<file path="src/rtl/mem_wb_if.sv">
// mem_wb_if: bundle of the signals between the execute stage, the mem_wb stage, the
// register-file/PC write ports and the arbitrated byte-wide RAM port.
//   slave  : the mem_wb stage (consumes the execute result, drives the write ports and RAM port)
//   master : its environment (execute stage, register file, PC, arbiter and RAM)
interface mem_wb_if #(
    parameter int unsigned LOG_REG_CNT = 5,
    parameter int unsigned REG_LEN     = 32
);
    // Execute-stage result, stable from ex_done until ex_mem_done
    logic                   ex_done;
    logic                   write_pc;
    logic [31:0]            write_pc_val;
    logic [LOG_REG_CNT-1:0] jmp_rd;
    logic [31:0]            jmp_rd_val;
    logic [1:0]             write_reg_op;
    logic [LOG_REG_CNT-1:0] write_reg_id;
    logic [REG_LEN-1:0]     write_reg_val;
    logic [31:0]            mem_addr;
    logic [2:0]             mem_type;
    logic                   ex_mem_done;
    // Register-file and PC write ports
    logic                   rf_we;
    logic [LOG_REG_CNT-1:0] rf_waddr;
    logic [REG_LEN-1:0]     rf_wdata;
    logic                   pc_we;
    logic [31:0]            pc_wdata;
    // Arbitrated RAM port
    logic                   mem_req;
    logic                   mem_gnt;
    logic [31:0]            ram_a;
    logic [7:0]             ram_dout;
    logic                   ram_wr;
    logic [7:0]             ram_din;

    modport master (
        output ex_done, write_pc, write_pc_val, jmp_rd, jmp_rd_val, write_reg_op,
               write_reg_id, write_reg_val, mem_addr, mem_type, mem_gnt, ram_din,
        input  ex_mem_done, rf_we, rf_waddr, rf_wdata, pc_we, pc_wdata, mem_req,
               ram_a, ram_dout, ram_wr
    );

    modport slave (
        input  ex_done, write_pc, write_pc_val, jmp_rd, jmp_rd_val, write_reg_op,
               write_reg_id, write_reg_val, mem_addr, mem_type, mem_gnt, ram_din,
        output ex_mem_done, rf_we, rf_waddr, rf_wdata, pc_we, pc_wdata, mem_req,
               ram_a, ram_dout, ram_wr
    );
endinterface

</file>
<file path="src/rtl/mem_wb.sv">
// mem_wb: memory/write-back stage of the multi-cycle RV32I core.
// Retires one execute result per handshake: a register write-back, a PC redirect with optional
// link write, or a byte-serial load/store over the arbitrated 8-bit RAM port. All outputs are
// registered; ex_mem_done pulses for one cycle when the instruction retires.
//   clk, rst : clock, synchronous active-high reset
//   rdy      : global enable, 0 freezes every register
//   bus      : mem_wb_if slave port (execute result, RF/PC write ports, RAM port)
module mem_wb #(
    parameter int unsigned LOG_REG_CNT = 5,
    parameter int unsigned REG_LEN     = 32
) (
    input logic   clk,
    input logic   rst,
    input logic   rdy,
    mem_wb_if.slave bus
);
    typedef enum logic [2:0] {StIdle, StReq, StXfer, StLast, StDone} state_t;

    localparam logic [1:0] OpWb    = 2'd1;
    localparam logic [1:0] OpLoad  = 2'd2;
    localparam logic [1:0] OpStore = 2'd3;

    state_t                 state_q;
    logic [31:0]            addr_q;
    logic [REG_LEN-1:0]     data_q;
    logic [2:0]             type_q;
    logic [LOG_REG_CNT-1:0] rd_q;
    logic                   store_q;
    logic [1:0]             cnt_q;   // byte index k
    logic [1:0]             last_q;  // n - 1
    logic [REG_LEN-1:0]     buf_q;   // load bytes collected so far

    logic [1:0]         last_idx;
    logic [REG_LEN-1:0] load_word;
    logic [REG_LEN-1:0] load_ext;

    always_comb begin
        last_idx = 2'd0;
        case (bus.mem_type)
            3'd2, 3'd7:       last_idx = 2'd3;
            3'd1, 3'd4, 3'd6: last_idx = 2'd1;
            default:          last_idx = 2'd0;
        endcase
    end

    // Final byte arrives on ram_din in the LAST cycle; merge it combinationally so the
    // write-back can be registered on the same edge.
    always_comb begin
        load_word = buf_q;
        load_word[{cnt_q, 3'b000} +: 8] = bus.ram_din;
        case (type_q)
            3'd0:    load_ext = {{(REG_LEN - 8){load_word[7]}}, load_word[7:0]};
            3'd1:    load_ext = {{(REG_LEN - 16){load_word[15]}}, load_word[15:0]};
            3'd3:    load_ext = {{(REG_LEN - 8){1'b0}}, load_word[7:0]};
            3'd4:    load_ext = {{(REG_LEN - 16){1'b0}}, load_word[15:0]};
            default: load_ext = load_word;
        endcase
    end

    always_ff @(posedge clk) begin
        if (rst) begin
            state_q         <= StIdle;
            addr_q          <= '0;
            data_q          <= '0;
            type_q          <= '0;
            rd_q            <= '0;
            store_q         <= 1'b0;
            cnt_q           <= '0;
            last_q          <= '0;
            buf_q           <= '0;
            bus.ex_mem_done <= 1'b0;
            bus.rf_we       <= 1'b0;
            bus.rf_waddr    <= '0;
            bus.rf_wdata    <= '0;
            bus.pc_we       <= 1'b0;
            bus.pc_wdata    <= '0;
            bus.mem_req     <= 1'b0;
            bus.ram_a       <= '0;
            bus.ram_dout    <= '0;
            bus.ram_wr      <= 1'b0;
        end else if (rdy) begin
            // Write ports and the retire pulse are single-cycle
            bus.ex_mem_done <= 1'b0;
            bus.rf_we       <= 1'b0;
            bus.rf_waddr    <= '0;
            bus.rf_wdata    <= '0;
            bus.pc_we       <= 1'b0;
            bus.pc_wdata    <= '0;
            unique case (state_q)
                StIdle: begin
                    if (bus.ex_done) begin
                        if (bus.write_pc) begin
                            bus.pc_we       <= 1'b1;
                            bus.pc_wdata    <= bus.write_pc_val;
                            bus.ex_mem_done <= 1'b1;
                            state_q         <= StDone;
                            if (bus.jmp_rd != '0) begin
                                bus.rf_we    <= 1'b1;
                                bus.rf_waddr <= bus.jmp_rd;
                                bus.rf_wdata <= REG_LEN'(bus.jmp_rd_val);
                            end
                        end else if (bus.write_reg_op == OpLoad ||
                                     bus.write_reg_op == OpStore) begin
                            addr_q      <= bus.mem_addr;
                            data_q      <= bus.write_reg_val;
                            type_q      <= bus.mem_type;
                            rd_q        <= bus.write_reg_id;
                            store_q     <= (bus.write_reg_op == OpStore);
                            last_q      <= last_idx;
                            bus.mem_req <= 1'b1;
                            state_q     <= StReq;
                        end else begin
                            bus.ex_mem_done <= 1'b1;
                            state_q         <= StDone;
                            if (bus.write_reg_op == OpWb && bus.write_reg_id != '0) begin
                                bus.rf_we    <= 1'b1;
                                bus.rf_waddr <= bus.write_reg_id;
                                bus.rf_wdata <= bus.write_reg_val;
                            end
                        end
                    end
                end
                StReq: begin
                    if (bus.mem_gnt) begin
                        state_q      <= StXfer;
                        cnt_q        <= 2'd0;
                        bus.ram_a    <= addr_q;
                        bus.ram_wr   <= store_q;
                        bus.ram_dout <= store_q ? data_q[7:0] : 8'h00;
                    end
                end
                StXfer: begin
                    // ram_din now holds the byte addressed in the previous cycle
                    if (!store_q && cnt_q != 2'd0) begin
                        buf_q[{cnt_q - 2'd1, 3'b000} +: 8] <= bus.ram_din;
                    end
                    if (cnt_q == last_q) begin
                        bus.ram_a    <= '0;
                        bus.ram_wr   <= 1'b0;
                        bus.ram_dout <= '0;
                        if (store_q) begin
                            bus.mem_req     <= 1'b0;
                            bus.ex_mem_done <= 1'b1;
                            state_q         <= StDone;
                        end else begin
                            state_q <= StLast;
                        end
                    end else begin
                        cnt_q        <= cnt_q + 2'd1;
                        bus.ram_a    <= addr_q + {30'd0, cnt_q} + 32'd1;
                        bus.ram_dout <= store_q ? data_q[{cnt_q + 2'd1, 3'b000} +: 8] : 8'h00;
                    end
                end
                StLast: begin
                    bus.mem_req     <= 1'b0;
                    bus.ex_mem_done <= 1'b1;
                    state_q         <= StDone;
                    if (rd_q != '0) begin
                        bus.rf_we    <= 1'b1;
                        bus.rf_waddr <= rd_q;
                        bus.rf_wdata <= load_ext;
                    end
                end
                StDone: begin
                    state_q <= StIdle;
                end
                default: begin
                    state_q <= StIdle;
                end
            endcase
        end
    end
endmodule

</file>
<file path="src/flat_wrapper.sv">
// flat-port wrapper written by rule: the top's interface ports become plain ports
module mem_wb_flat 
#(
    parameter int unsigned LOG_REG_CNT = 5,
    parameter int unsigned REG_LEN     = 32
)
  (clk, rst, rdy, bus_ex_done, bus_write_pc, bus_write_pc_val, bus_jmp_rd, bus_jmp_rd_val, bus_write_reg_op, bus_write_reg_id, bus_write_reg_val, bus_mem_addr, bus_mem_type, bus_mem_gnt, bus_ram_din, bus_ex_mem_done, bus_rf_we, bus_rf_waddr, bus_rf_wdata, bus_pc_we, bus_pc_wdata, bus_mem_req, bus_ram_a, bus_ram_dout, bus_ram_wr);
  mem_wb_if #(.LOG_REG_CNT(LOG_REG_CNT), .REG_LEN(REG_LEN)) bus_i ();
  input logic clk;
  input logic rst;
  input logic rdy;
  input wire logic [$bits(bus_i.ex_done)-1:0] bus_ex_done;
  input wire logic [$bits(bus_i.write_pc)-1:0] bus_write_pc;
  input wire logic [$bits(bus_i.write_pc_val)-1:0] bus_write_pc_val;
  input wire logic [$bits(bus_i.jmp_rd)-1:0] bus_jmp_rd;
  input wire logic [$bits(bus_i.jmp_rd_val)-1:0] bus_jmp_rd_val;
  input wire logic [$bits(bus_i.write_reg_op)-1:0] bus_write_reg_op;
  input wire logic [$bits(bus_i.write_reg_id)-1:0] bus_write_reg_id;
  input wire logic [$bits(bus_i.write_reg_val)-1:0] bus_write_reg_val;
  input wire logic [$bits(bus_i.mem_addr)-1:0] bus_mem_addr;
  input wire logic [$bits(bus_i.mem_type)-1:0] bus_mem_type;
  input wire logic [$bits(bus_i.mem_gnt)-1:0] bus_mem_gnt;
  input wire logic [$bits(bus_i.ram_din)-1:0] bus_ram_din;
  output wire logic [$bits(bus_i.ex_mem_done)-1:0] bus_ex_mem_done;
  output wire logic [$bits(bus_i.rf_we)-1:0] bus_rf_we;
  output wire logic [$bits(bus_i.rf_waddr)-1:0] bus_rf_waddr;
  output wire logic [$bits(bus_i.rf_wdata)-1:0] bus_rf_wdata;
  output wire logic [$bits(bus_i.pc_we)-1:0] bus_pc_we;
  output wire logic [$bits(bus_i.pc_wdata)-1:0] bus_pc_wdata;
  output wire logic [$bits(bus_i.mem_req)-1:0] bus_mem_req;
  output wire logic [$bits(bus_i.ram_a)-1:0] bus_ram_a;
  output wire logic [$bits(bus_i.ram_dout)-1:0] bus_ram_dout;
  output wire logic [$bits(bus_i.ram_wr)-1:0] bus_ram_wr;
  assign bus_i.ex_done = bus_ex_done;
  assign bus_i.write_pc = bus_write_pc;
  assign bus_i.write_pc_val = bus_write_pc_val;
  assign bus_i.jmp_rd = bus_jmp_rd;
  assign bus_i.jmp_rd_val = bus_jmp_rd_val;
  assign bus_i.write_reg_op = bus_write_reg_op;
  assign bus_i.write_reg_id = bus_write_reg_id;
  assign bus_i.write_reg_val = bus_write_reg_val;
  assign bus_i.mem_addr = bus_mem_addr;
  assign bus_i.mem_type = bus_mem_type;
  assign bus_i.mem_gnt = bus_mem_gnt;
  assign bus_i.ram_din = bus_ram_din;
  assign bus_ex_mem_done = bus_i.ex_mem_done;
  assign bus_rf_we = bus_i.rf_we;
  assign bus_rf_waddr = bus_i.rf_waddr;
  assign bus_rf_wdata = bus_i.rf_wdata;
  assign bus_pc_we = bus_i.pc_we;
  assign bus_pc_wdata = bus_i.pc_wdata;
  assign bus_mem_req = bus_i.mem_req;
  assign bus_ram_a = bus_i.ram_a;
  assign bus_ram_dout = bus_i.ram_dout;
  assign bus_ram_wr = bus_i.ram_wr;
  mem_wb #(.LOG_REG_CNT(LOG_REG_CNT), .REG_LEN(REG_LEN)) u_core (.clk(clk), .rst(rst), .rdy(rdy), .bus(bus_i));
endmodule
</file>
<file path="config.mk">
export PLATFORM = sky130hd
export DESIGN_NAME = mem_wb_flat
export DESIGN_NICKNAME = d
export VERILOG_FILES = /design/src/rtl/mem_wb_if.sv /design/src/rtl/mem_wb.sv /design/src/flat_wrapper.sv
export SDC_FILE = /design/constraint.sdc
export NUM_CORES = 1
export LEC_CHECK = 0
export CORE_MARGIN = 2
export CORE_UTILIZATION = 49
export CTS_CLUSTER_SIZE = 16
export DETAILED_ROUTE_END_ITERATION = 10
export GPL_TIMING_DRIVEN = 0
export HOLD_SLACK_MARGIN = 0.12
export PLACE_DENSITY = 0.8
export SYNTH_ARGS = -nofsm -noshare
export SYNTH_HDL_FRONTEND = slang
export SYNTH_SLANG_ARGS = --single-unit
</file>
<file path="constraint.sdc">
create_clock -name clk -period 3.1 [get_ports clk]
set_input_delay 0.31 -clock clk [delete_from_list [all_inputs] [get_ports clk]]
set_output_delay 0.31 -clock clk [all_outputs]
set_load 0.03 [all_outputs]
</file>
======== Word-level counts from Yosys, hierarchy flattened ========
Index checks and enable logic that the tools add are counted.
Widths: inputs -> output; s select.
storage, ports and cells
  bits in registers ....................... 226
  latch bits .............................. 0
  RAM bits ................................ 0
  ROM bits ................................ 0
  input bits .............................. 157
  output and inout bits ................... 114
  logic and storage cells ................. 138
  memories ................................ 0
operators by class
  add/subtract/negate cells ............... 6
  $mul .................................... 0
  divide/modulo/power cells ............... 0
  magnitude comparators ................... 0
  eq/ne operators ......................... 22
  shifts and indexed selects .............. 5
  multiplexer cells ....................... 64
  bitwise operators ....................... 1
  reduce and logical (&&, ||, !) cells .... 21
operators with widths
  cell                    number
  $mux 32                 11
  $pmux 32 s2             2
  $pmux 32 s4             1
  $bwmux 32               2
  $shift 8x7->32 const A  2
  $shiftx 8x7->32         2
  $add 32x1->32 const B   1
  $add 32x2->32           1
  $mux 8                  4
  $shiftx 32x6->8         1
  $mux 5                  6
  $mux 1                  21
  $mux 3                  6
  $pmux 8 s2              1
  $reduce_bool 5->1       3
  $neg 5->7               2
  $eq 3x2->1 const B      4
  $eq 3x3->1 const B      4
  $pmux 3 s4              1
  $reduce_and 4->1        3
  $pmux 5 s2              1
  $eq 3x1->1 const B      3
  $ne 2x2->1 const B      4
  $pmux 2 s2              2
  21 further kinds        31

======== Logic depth before layout (Yosys ltp) ========
  depth after elaboration ................. 7
  depth in mapped cells ................... 11
  depth with buffers taken out ............ 8

======== Worst setup path after synthesis ========
Ideal clock, no wire load.
  path type ............................... register -> register
  start ................................... register u_core.cnt_q[0]
  end ..................................... register u_core.bus.rf_wdata[21]
  library setup time ...................... 0.080 ns
  arrival time ............................ 2.355 ns
  required time ........................... 3.020 ns
  path slack .............................. 0.666 ns
  stages on the path, launching flop included .. 11
  buffers on the path ..................... 3
  period minus slack after synthesis ...... 2.434 ns
  path through ............................ dfxtp_1 > buf_6 > inv_1 > ha_1 > buf_4 > nor4b_2 > a221oi_1 > a221o_1 > buf_6 > o221a_1 > a211oi_2
between the ends
  longest elaborated chain between the ends .. 6
  elaborated cells on any way between the ends .. 7
  classes of those cells .................. 1 x add/sub; 2 x shift; 4 x mux
ends and longest elaborated chain
  element                                                   RTL line         text
  from (decl)                                               mem_wb.sv:29     logic [1:0] cnt_q;
  from (signal assigned)                                    mem_wb.sv:149    cnt_q <= cnt_q + 2'd1;
  $neg 5->7 (*)                                             mem_wb.sv:50     load_word[{cnt_q, 3'b000} +: 8] = bus.ram_din;
  $shiftx 8x7->32 / $shift 8x7->32 (equally long branches)  mem_wb.sv:50
  $bwmux 32 (*)                                             mem_wb.sv:50
  $pmux 32 s4 (*)                                           mem_wb.sv:51     case (type_q)
  $mux 32 (*)                                               mem_wb.sv:158    if (rd_q != '0) begin
  $pmux 32 s2 (*)                                           mem_wb.sv:89     unique case (state_q)
  to (signal assigned)                                      mem_wb.sv:100    bus.rf_wdata <= REG_LEN'(bus.jmp_rd_val);
  to (signal assigned)                                      mem_wb.sv:118    bus.rf_wdata <= bus.write_reg_val;
  to (signal assigned)                                      mem_wb.sv:161    bus.rf_wdata <= load_ext;
  to (decl)                                                 mem_wb_if.sv:45  output ex_mem_done, rf_we, rf_waddr, rf_wdata, pc_we, pc_wdata, mem_req,
Mark *: on every way between the ends. The rest lies on a longest branch, timed or not.
A chain may end at the register's enable or synchronous reset.

======== Final worst setup path ========
  start ................................... register u_core.cnt_q[0]
  end ..................................... register u_core.buf_q[29]
between the ends
  longest elaborated chain between the ends .. 4
  elaborated cells on any way between the ends .. 8
  classes of those cells .................. 2 x add/sub; 2 x shift; 1 x mux; 3 x reduce/logical
ends and longest elaborated chain
  element                                                   RTL line       text
  $sub 2x1->2                                               mem_wb.sv:135  buf_q[{cnt_q - 2'd1, 3'b000} +: 8] <= bus.ram_din;
  $neg 5->7                                                 mem_wb.sv:135
  $shiftx 8x7->32 / $shift 8x7->32 (equally long branches)  mem_wb.sv:135
  $bwmux 32                                                 mem_wb.sv:135
  to (signal, indexed assignment)                           mem_wb.sv:135
  to (decl)                                                 mem_wb.sv:31   logic [REG_LEN-1:0] buf_q;
Several ways; a longest one is shown, not always the timed one.

==> reports/results.tsv <==
stage	metric	value	unit
drt	First-pass DRT Iterations	6	
placement	DP Area	0.01341	sq mm
setup_path	crit-path max FO	10	
clock_network	Clock Latency Late Sink	0.53	ns
placement	dpl ws	0.2887	ns
setup_path	startpoint types	flip-flop	
setup_path	Worst Setup Path Type	reg -> reg	
timing	worst slew pin tran	1.038	ns
setup_path	Worst Path Required	3.54	ns
power_and_ir_drop	Reg power frac	41.9	%
power_and_ir_drop	Int Pwr	5.414	mW
placement	hpwl dp	26780	microns
global_route	Congestion Overflow GR	0	
drt	WL/cell	19.40	microns
timing	Setup Skew	0.01606	ns
clock_network	Clk pin slew, worst setup/hold paths	0.06	ns
clock_network	Post-CTS Setup Inserts	0	
power_and_ir_drop	Comb power frac	12.4	%
yosys	post-synthesis cell type count	71	
floorplan	starting density of the core	49.90	%
timing	Final Critical Period	3.003	ns
yosys	number of flops mapped to enable cells by yosys	0	
placement	Port Buf Inserts	261	
setup_path	r2r setup slk	0.1	ns
power_and_ir_drop	VDD IR max	0.0003688	V
clock_network	Longest Clk Path Bufs	3	
yosys	sequential share of the synthesized area	43.27	%
timing	Hold Slack	0.1877	ns
global_route	number of global-route vias before repair	9999	
power_and_ir_drop	part of the power in the clock network	45.7	%
yosys	prevailing post-synth register cell	dfxtp_1	
yosys	flops & latches, synth	226	
drt	Residual DRC	0	
setup_path	CP Capture Type	flip-flop	
setup_path	crit path from	u_core.cnt_q[0]$_SDFFE_PP0P_	
outcome	outcome	finished, final reports clean	
clock_network	cts bufs inserted	26	
setup_path	WP data arrival	3.44	ns
global_route	All-Layer GR Usage	30.35	%
power_and_ir_drop	P_leak	4.909	nW
clock_network	total clock sinks	226	
timing	setup violators final	0	
yosys	cells after synthesis	1242	
global_route	initial antenna violation count	1	
worst_hold_path	worst hold path type	in -> reg	
drt	DRT iter0 DRCs	1123	
floorplan	core area	0.02096	sq mm
drt	Via Count	10755	
global_route	first-pass GRT wire length	54030	microns
floorplan	die area	0.02252	sq mm
yosys	ys async rst share	0	%
yosys	synthesized area	0.01046	sq mm
yosys	Yosys warning total	0	
worst_hold_path	Hold Path End	u_core.buf_q[30]$_SDFFE_PP0P_	
setup_path	worst reg2reg path depth	8	
placement	placer congestion estimate	0.9384	
power_and_ir_drop	Switching Fraction	24.69	%
timing	final worst path period share	96.87	%
drt	via-per-instance ratio	5.890	
drt	final WL	35420	microns
timing	slew margin rel.	30.28	%
worst_hold_path	hold path startpoint	bus_ram_din[6]	
finish	Layout fillers	1708	
timing	final hold violation count	0	
drt	post-route ant nets	0	
floorplan	io pins	271	
finish	final net count	1697	
clock_network	CTS tree	yes	
power_and_ir_drop	Pwr Total	7.189	mW
floorplan	die width	150.1	microns
setup_path	Worst R2R End	u_core.buf_q[29]$_SDFFE_PP0P_	
clock_network	hold_buf cts	0	
yosys	Avg Inst Size Synth	8.419	sq um
finish	Finished Cell Area	0.01434	sq mm
global_route	largest net degree at the start of global routing	13	
floorplan	row cnt	53	
timing	Slew Limit Fails	0	
finish	area delta synth->final	37.14	%
finish	layout cells sized above 1	7.161	%
setup_path	worst reg2reg path startpoint	u_core.cnt_q[0]$_SDFFE_PP0P_	
timing	f_max	0.3330	GHz
timing	setup TNS	0	ns
clock_network	H-tree level count	1	
run	number of max-cap violations	0	
floorplan	chip height	150.1	microns
power_and_ir_drop	Power per Cell Area	501.3	mW/mm^2
clock_network	Root Buffer	clkbuf_16	
power_and_ir_drop	sw power	1.775	mW
yosys	syn_nets	1408	
timing	unrepaired setup endpoints after global routing	no	
timing	Setup WS post-layout	0.09697	ns
worst_hold_path	Hold Path Depth	3	
clock_network	cts repair resizes	0	
[cell usage in the layout, fill, tap and decap left out, types with 5 or more instances in the layout]
master,netlist,final
a211oi_1,13,13
a211oi_2,9,9
a21o_1,6,6
a21oi_1,113,113
a221oi_1,19,19
a22o_1,24,24
a22oi_1,52,52
a31oi_1,15,15
and3_1,6,6
buf_1,5,5
buf_2,18,18
clkbuf_1,61,66
clkbuf_16,0,27
clkbuf_2,8,8
clkbuf_8,0,6
clkdlybuf4s50_1,0,261
dfxtp_1,226,226
ha_1,8,8
inv_1,13,13
mux2i_1,41,41
nand2_1,240,240
nand3_1,32,32
nand3b_1,10,10
nand4_1,10,10
nor2_1,85,85
nor2b_1,25,25
nor3_1,24,24
o21ai_0,34,34
o21ai_1,6,6
o221a_1,9,9
o221a_2,8,8
o22ai_1,8,8
o41a_1,5,5
or3_1,7,7
xnor2_1,20,20
xor2_1,15,15
[metal layers]
| layer | global-route usage (%) | share of wire, % | up-vias | wire length [microns] |
|---|---|---|---|---|
| met2 | 49.13 | 45 | 640 | 16020 |
| met3 | 4.085 | 11 | 82 | 3744 |
| met4 | 9.434 | 3.0 | 0 | 1046 |
| li1 | - | - | 5018 | - |
| met5 | 0 | 0 | - | 0 |
| met1 | 42.08 | 41 | 5015 | 14600 |
[through the flow]
step	std cells	utilization, %
after floorplan	1242	-
after global routing	1825	68.42
after CTS	1825	68.42
after detailed placement	1778	64.01
after global placement	1778	64.01
final	1826	68.43
[layout make-up]
cell class	instances	area [sq um]	area share [%]
clock inverter	9	147.6	1.030
multi-input combinational	904	5449	38.00
antenna	1	2.502	0.01745
timing repair buffer	261	2613	18.22
clock buffer	38	777.0	5.418
buffer	97	426.7	2.975
tap	275	344.1	2.399
sequential	226	4524	31.55
inverter	15	56.30	0.3926
[cell usage after synthesis, types with 20 or more instances]
| cell | number | area share [%] |
|---|---|---|
| nor2b_1 | 25 | 1.5 |
| clkbuf_1 | 61 | 2.2 |
| nand2_1 | 240 | 8.6 |
| nor3_1 | 24 | 1.1 |
| a22oi_1 | 52 | 3.7 |
| a21oi_1 | 113 | 5.4 |
| dfxtp_1 | 226 | 43 |
| o21ai_0 | 34 | 1.6 |
| xnor2_1 | 20 | 1.7 |
| nor2_1 | 85 | 3.1 |
| a22o_1 | 24 | 2.0 |
| nand3_1 | 32 | 1.5 |
| mux2i_1 | 41 | 3.9 |
[worst max-delay path by stage]
stage,end,slack (ns)
global route,u_core.buf_q[29]$_SDFFE_PP0P_,0.0005
detailed placement,u_core.bus.rf_wdata[27]$_SDFFE_PP0P_,0.29
floorplan,u_core.bus.rf_wdata[21]$_SDFFE_PP0P_,0.67
CTS,u_core.bus.rf_wdata[21]$_SDFFE_PP0P_,0.26
global placement,u_core.bus.rf_wdata[25]$_SDFFE_PP0P_,0.33
finish,u_core.buf_q[29]$_SDFFE_PP0P_,0.1
[flip-flops by register name, indices dropped and copies added (netlist names), 2 cells and up]
register,flops
u_core.buf_q,32
u_core.bus.rf_wdata,32
u_core.state_q,3
u_core.data_q,32
u_core.type_q,3
u_core.addr_q,32
u_core.bus.ram_a,32
u_core.bus.ram_dout,8
u_core.rd_q,5
u_core.bus.rf_waddr,5
u_core.last_q,2
u_core.cnt_q,2
u_core.bus.pc_wdata,32
[critical path, stage by stage, from the launching register on]
cell,delay (ns)
dfxtp_1,0.41
buf_6,0.18
inv_1,0.16
ha_1,0.33
buf_4,0.18
clkbuf_1,0.32
nor3_1,0.93
nand3_1,0.15
a21oi_1,0.24
[cells by family after synthesis]
kind of cell | share of synthesized area [%]
buffers and inverters | 4.619
AO/OA/AOI/OAI | 23.02
flip-flops | 43.27
AND/OR/NAND/NOR | 21.08
XOR/XNOR | 2.932
multiplexers | 3.925
adder cells (fa/ha/maj) | 1.149
[power by group through the flow]
| stage | Clock, mW | Sequential (mW) | Combinational [mW] |
|---|---|---|---|
| 2_1_floorplan | 0 | 3.14 | 0.373 |
| 4_1_cts | 3.30 | 3.01 | 0.880 |
| 5_1_grt | 3.41 | 3.02 | 0.948 |
| 3_5_place_dp | 0 | 3.08 | 0.875 |
| 3_3_place_gp | 0 | 3.07 | 0.869 |
| 6_report | 3.28 | 3.01 | 0.892 |
Note: power is estimated with default switching activity, not from simulation.
